$ cat src/rtl/seg7_pkg.sv
// Shared definitions for the multi-digit 7-segment display driver.
//   SEG_BLANK  : all segments off (active-low pattern)
//   SEG_DASH   : only segment g lit, shown on every digit when the value overflows
//   SEG_TABLE  : active-low {g,f,e,d,c,b,a} patterns for decimal digits 0..9
//   state_t    : conversion sequencer states
package seg7_pkg;

  localparam logic [6:0] SEG_BLANK = 7'b1111111;
  localparam logic [6:0] SEG_DASH  = 7'b0111111;

  // Entry n holds the pattern for digit n; the concatenation lists 9 first.
  localparam logic [9:0][6:0] SEG_TABLE = {
    7'b0010000,
    7'b0000000,
    7'b1111000,
    7'b0000010,
    7'b0010010,
    7'b0011001,
    7'b0110000,
    7'b0100100,
    7'b1111001,
    7'b1000000
  };

  typedef enum logic [1:0] {
    IDLE,
    CONV,
    UPDATE
  } state_t;

endpackage

$ cat src/rtl/seg7_digit_dec.sv
// Single-digit BCD to 7-segment decoder (purely combinational).
//   i_bcd : 4-bit BCD digit
//   o_seg : active-low segments {g,f,e,d,c,b,a}; codes above 9 give SEG_BLANK
module seg7_digit_dec
  import seg7_pkg::*;
(
  input  logic [3:0] i_bcd,
  output logic [6:0] o_seg
);

  // Look the digit up in the shared table; anything that is not a valid
  // decimal digit leaves the display dark rather than showing garbage.
  always_comb begin
    o_seg = SEG_BLANK;
    if (i_bcd <= 4'd9) begin
      o_seg = SEG_TABLE[i_bcd];
    end
  end

endmodule

$ cat src/rtl/seg7_bin_disp.sv
// Multi-digit 7-segment display driver with sequential binary-to-BCD conversion.
//   CLK      : system clock, rising edge
//   RST      : asynchronous active-high reset
//   START    : one-cycle request, samples DIN and BLANK_EN when idle
//   DIN      : unsigned binary value to display
//   BLANK_EN : 1 = blank leading zeros
//   BUSY     : high while a conversion is in progress
//   DONE     : one-cycle pulse when nHEX/OVF are refreshed
//   OVF      : value did not fit in NDIGIT digits, held until next refresh
//   nHEX     : active-low segments, digit i at [7i+6:7i], digit 0 least significant
module seg7_bin_disp
  import seg7_pkg::*;
#(
  parameter int DATA_W = 10,
  parameter int NDIGIT = 3
) (
  input  logic                  CLK,
  input  logic                  RST,
  input  logic                  START,
  input  logic [DATA_W-1:0]     DIN,
  input  logic                  BLANK_EN,
  output logic                  BUSY,
  output logic                  DONE,
  output logic                  OVF,
  output logic [7*NDIGIT-1:0]   nHEX
);

  localparam int CNT_W = $clog2(DATA_W + 1);
  localparam int BCD_W = 4 * NDIGIT;

  state_t               r_state;
  state_t               w_nextState;
  logic [DATA_W-1:0]    r_shReg;
  logic [BCD_W-1:0]     r_bcd;
  logic [BCD_W-1:0]     w_bcdAdj;
  logic [BCD_W-1:0]     w_bcdNext;
  logic                 w_ovfBit;
  logic                 r_blankEn;
  logic                 r_ovfSticky;
  logic [CNT_W-1:0]     r_cnt;
  logic [7*NDIGIT-1:0]  w_decSeg;
  logic [7*NDIGIT-1:0]  w_dispSeg;
  logic                 w_leadZero;
  logic [7*NDIGIT-1:0]  r_hex;
  logic                 r_ovf;
  logic                 r_done;

  // State register; an asynchronous reset aborts any conversion in flight.
  always_ff @(posedge CLK or posedge RST) begin
    if (RST) begin
      r_state <= IDLE;
    end else begin
      r_state <= w_nextState;
    end
  end

  // Sequencer: START is only honoured in IDLE, so requests while busy are
  // dropped. The counter is compared against DATA_W-1 because it reaches
  // DATA_W on the same edge that performs the last shift.
  always_comb begin
    w_nextState = r_state;
    case (r_state)
      IDLE: begin
        if (START) begin
          w_nextState = CONV;
        end
      end
      CONV: begin
        if (r_cnt == CNT_W'(DATA_W - 1)) begin
          w_nextState = UPDATE;
        end
      end
      UPDATE: begin
        w_nextState = IDLE;
      end
      default: begin
        w_nextState = IDLE;
      end
    endcase
  end

  // Shift-and-add-3 step: correct every digit that would exceed 9 after
  // doubling, then shift the next binary bit into digit 0. A set bit 3 in
  // the corrected top digit means the value needs one more digit than we
  // have, so it is recorded as overflow.
  always_comb begin
    w_bcdAdj = r_bcd;
    for (int i = 0; i < NDIGIT; i++) begin
      if (r_bcd[4*i +: 4] >= 4'd5) begin
        w_bcdAdj[4*i +: 4] = r_bcd[4*i +: 4] + 4'd3;
      end
    end
    w_bcdNext = {w_bcdAdj[BCD_W-2:0], r_shReg[DATA_W-1]};
    w_ovfBit  = w_bcdAdj[BCD_W-1];
  end

  // Conversion datapath: load on an accepted START, one bit per CONV cycle.
  always_ff @(posedge CLK or posedge RST) begin
    if (RST) begin
      r_shReg     <= '0;
      r_bcd       <= '0;
      r_blankEn   <= 1'b0;
      r_ovfSticky <= 1'b0;
      r_cnt       <= '0;
    end else begin
      if (r_state == IDLE && START) begin
        r_shReg     <= DIN;
        r_blankEn   <= BLANK_EN;
        r_bcd       <= '0;
        r_ovfSticky <= 1'b0;
        r_cnt       <= '0;
      end else if (r_state == CONV) begin
        r_shReg     <= r_shReg << 1;
        r_bcd       <= w_bcdNext;
        r_ovfSticky <= r_ovfSticky | w_ovfBit;
        r_cnt       <= r_cnt + 1'b1;
      end
    end
  end

  // One decoder per digit.
  for (genvar g = 0; g < NDIGIT; g++) begin : g_dec
    seg7_digit_dec u_dec (
      .i_bcd (r_bcd[4*g +: 4]),
      .o_seg (w_decSeg[7*g +: 7])
    );
  end

  // Leading-zero blanking: walk down from the top digit and darken zeros
  // until the first nonzero digit. Digit 0 is never blanked so that a value
  // of zero still shows "0".
  always_comb begin
    w_dispSeg  = w_decSeg;
    w_leadZero = r_blankEn;
    for (int i = NDIGIT - 1; i >= 1; i--) begin
      if (r_bcd[4*i +: 4] != 4'd0) begin
        w_leadZero = 1'b0;
      end
      if (w_leadZero) begin
        w_dispSeg[7*i +: 7] = SEG_BLANK;
      end
    end
  end

  // Output registers only change on the UPDATE edge, so the display holds
  // the last result between conversions. Overflow replaces every digit with
  // a dash regardless of blanking.
  always_ff @(posedge CLK or posedge RST) begin
    if (RST) begin
      r_hex  <= {NDIGIT{SEG_BLANK}};
      r_ovf  <= 1'b0;
      r_done <= 1'b0;
    end else begin
      r_done <= 1'b0;
      if (r_state == UPDATE) begin
        r_ovf  <= r_ovfSticky;
        r_hex  <= r_ovfSticky ? {NDIGIT{SEG_DASH}} : w_dispSeg;
        r_done <= 1'b1;
      end
    end
  end

  assign BUSY = (r_state != IDLE);
  assign DONE = r_done;
  assign OVF  = r_ovf;
  assign nHEX = r_hex;

endmodule
$ cat config.mk
export PLATFORM = sky130hd
export DESIGN_NAME = seg7_bin_disp
export DESIGN_NICKNAME = d
export VERILOG_FILES = /design/src/rtl/seg7_pkg.sv /design/src/rtl/seg7_digit_dec.sv /design/src/rtl/seg7_bin_disp.sv
export SDC_FILE = /design/constraint.sdc
export NUM_CORES = 1
export LEC_CHECK = 0
export CAP_MARGIN = 20
export CORE_UTILIZATION = 45
export DETAILED_ROUTE_END_ITERATION = 10
export GPL_TIMING_DRIVEN = 0
export PLACE_DENSITY_LB_ADDON = 0.08
export SETUP_SLACK_MARGIN = 0.02
export SLEW_MARGIN = 20
export SYNTH_ARGS = -nofsm -noshare
export SYNTH_HDL_FRONTEND = slang
export SYNTH_SLANG_ARGS = --single-unit
export TNS_END_PERCENT = 30
$ cat constraint.sdc
create_clock -name CLK -period 4.4 [get_ports CLK]
set_input_delay 0.44 -clock CLK [delete_from_list [all_inputs] [get_ports CLK]]
set_output_delay 0.44 -clock CLK [all_outputs]
set_load 0.1 [all_outputs]
==> results.toml <==
[clock_network]
root_buffer = "clkbuf_8"
cts_tree = "done"
htree_levels = 2
cts_buffers = 5
insertion_delay_ns = 0.31
cts_resized = 0
cts.sinks = 53
clk_path_buf_depth = 2
holdBufCountCts = 0
postCtsSetupBuffers = 0
path_clk_slew_ns = 0.09

[global_routing]
grt.total_usage_pct = 20.2
grt_pass1_vias = 2167
antenna_found_initial = 0
grt_overflow_total = 0
grt_pass1_wl_um = 10300
grt_max_degree = 54

[die]
num_rows = 28
start_util_pct = 47.6
fp.coreArea_um2 = 6030
dieArea_um2 = 6700
die_w_um = 81.8
ios = 38
chipHeight_um = 81.8

[timing]
finalCritPeriodShare_pct = 55.9
finClkSkew_ns = 0.00635
hold_violations = 0
rsz0062_at_grt = "false"
clock.fmax_mhz = 407
hold_slack_ns = 0.463
drv_slew = 0
setup_tns_ns = 0
setup_viol = 0
worst_slew_pin_slew_ns = 0.966
period_needed_ns = 2.46
maxSlewHeadroom_pct = 35.4

[logic_synthesis]
syn_nets = 334
synth_seq_cells = 53
synthFlopType = "dfrtp_1"
synth_xor_xnor_area_share_pct = 1.83
syn_inst = 303
synth_compound_area_share_pct = 20.0
async_reset_ff_share_pct = 100
ys_warn_count = 0
synth.distinct_cells = 50
synth_area_um2 = 2870
yosysSeqAreaShare_pct = 47.1
synth_top_family_by_area = "compound AO/OA/AOI/OAI gates"
synthSimpleGateAreaFrac_pct = 17.5
synth-adder-area-share_pct = 7.41
synth.area.mux_share_pct = 1.09
syn_avg_cell_area_um2 = 9.47
synth_edf_count = 0

[final_layout]
nets = 378
area_delta_synth_final_pct = 19.3
final_cells = 423
drive_gt1_share_pct = 14.4
mostFrequentLayoutCell = "nand2_1"
multi_input_area_um2 = 1370
diodes = 0
seq_area_um2 = 1350
post-route-util_pct = 56.8
mostFrequentLayoutCells = "nand2_1 (52), clkdlybuf4s50_1 (37), dfrtp_1 (32), o21ai_0 (23), dfstp_2 (21)"
fillers = 566

[drt]
drtIter0Drc = 177
viasPerCell = 5.30
wirelength_um = 5850
wl_per_cell_um = 13.8
wl_met2_um = 2530
wl_met1_um = 3030
top_layer = "met4"
num_vias = 2241
first_pass_iters = 4
drc_errors = 0
ant_nets = 0
dr_wl_met3_um = 210

[placement]
gp_congestion = 0.848
placed_cells = 415
dp_hpwl_um = 4150
port_buffers = 37

[critical_path]
critical_path.startpoint_type = "flip-flop"
critPathArrivalTime_ns = 2.02
critPathCaptureType = "output pin"
cpLargestDelayFamily = "buffers and inverters"
slowest_delay_ns = 0.97
cp_max_fo = 6
crit_chain = "or2_2 > clkdlybuf4s50_1"
worstSetupPathType = "flip-flop to output pin"
critPathBufInv = 1
cp.required_ns = 3.96
worst_path_max_delay_cell = "clkdlybuf4s50_1"

[hold_path]
min_path_type = "flip-flop to flip-flop"

[status]
status = "completed"

[job]
cap_violations = 0
==> tightest hold or removal path, stage by stage, from the launching register on <==
cell and delay, ns:
dfstp_2 0.38, nand2_1 0.05, nand2_1 0.04
==> metrics by stage <==
stage	area, um^2	setup WS, ns
3_3_place_gp	3330	1.64
4_1_cts	3420	1.92
6_report	3420	1.94
5_1_grt	3420	1.89
2_1_floorplan	2870	2.71
3_5_place_dp	3340	2.28
==> cell families after synthesis <==
kind of cell / after synthesis
and+or+nand+nor: 108
AOI/OAI and AO/OA: 86
DFF: 53
buffers and inverters: 30
adders and majority gates: 17
xor gates and xnor gates: 6
muxes: 3
==> synthesized netlist by cell type (3+ instances only) <==
master	number	share of area, %
clkbuf_1	4	0.52
dfrtp_1	32	28
o22a_1	6	1.8
o21ai_0	23	4.0
dfstp_2	21	19
nand2b_1	10	2.2
a21oi_1	20	3.5
buf_4	3	0.78
ha_1	17	7.4
nand2_1	52	6.8
nand3_1	13	2.3
o21bai_1	3	0.78
a32o_1	3	1.0
nor2_1	20	2.6
o31ai_1	5	1.3
buf_2	10	1.7
inv_1	12	1.6
xnor2_1	3	0.92
xor2_1	3	0.92
a22oi_1	9	2.4
==> layer usage <==
metal,track usage [%],vias to the layer above
li1,-,1144
met1,27.7,1043
met2,32.0,49
met3,4.11,5
met4,6.32,0
met5,0,-
==> flip-flops by register name (all words and copies together), names as in the netlist <==
name	count
nHEX	21
r_shReg	10
r_blankEn	1
r_state	2
r_bcd	12
r_cnt	4
DONE	1
OVF	1
r_ovfSticky	1
==> path summary, 6_finish.rpt <==
path                                             start                      to  slack, ns  cells after the start
worst min-delay path               nHEX[0]$_DFFE_PP1P_     nHEX[0]$_DFFE_PP1P_       0.46                      2
worst max register to register    r_bcd[4]$_DFFE_PP0P_    r_bcd[6]$_DFFE_PP0P_       2.50                      6
worst min register to register     nHEX[0]$_DFFE_PP1P_     nHEX[0]$_DFFE_PP1P_       0.46                      2
max in group asynchronous                          RST    r_bcd[9]$_DFFE_PP0P_       3.40                      2
min in group asynchronous                          RST  r_shReg[2]$_DFFE_PP0P_       0.57                      2
worst max-delay path            r_state[1]$_DFFE_PP0P_                    BUSY       1.94                      2
==> layout make-up <==
class	count	share of cell area [%]
buffer	18	2.89
clock buffer	6	2.12
clock inverter	2	0.402
inverter	12	1.39
multi-input combinational	220	40.1
sequential	53	39.5
tap	75	2.74
timing repair buffer	37	10.8
Power is left out: the tool's default activity adds up to more than one toggle a clock period on the data nets, which glitch-free logic cannot reach.
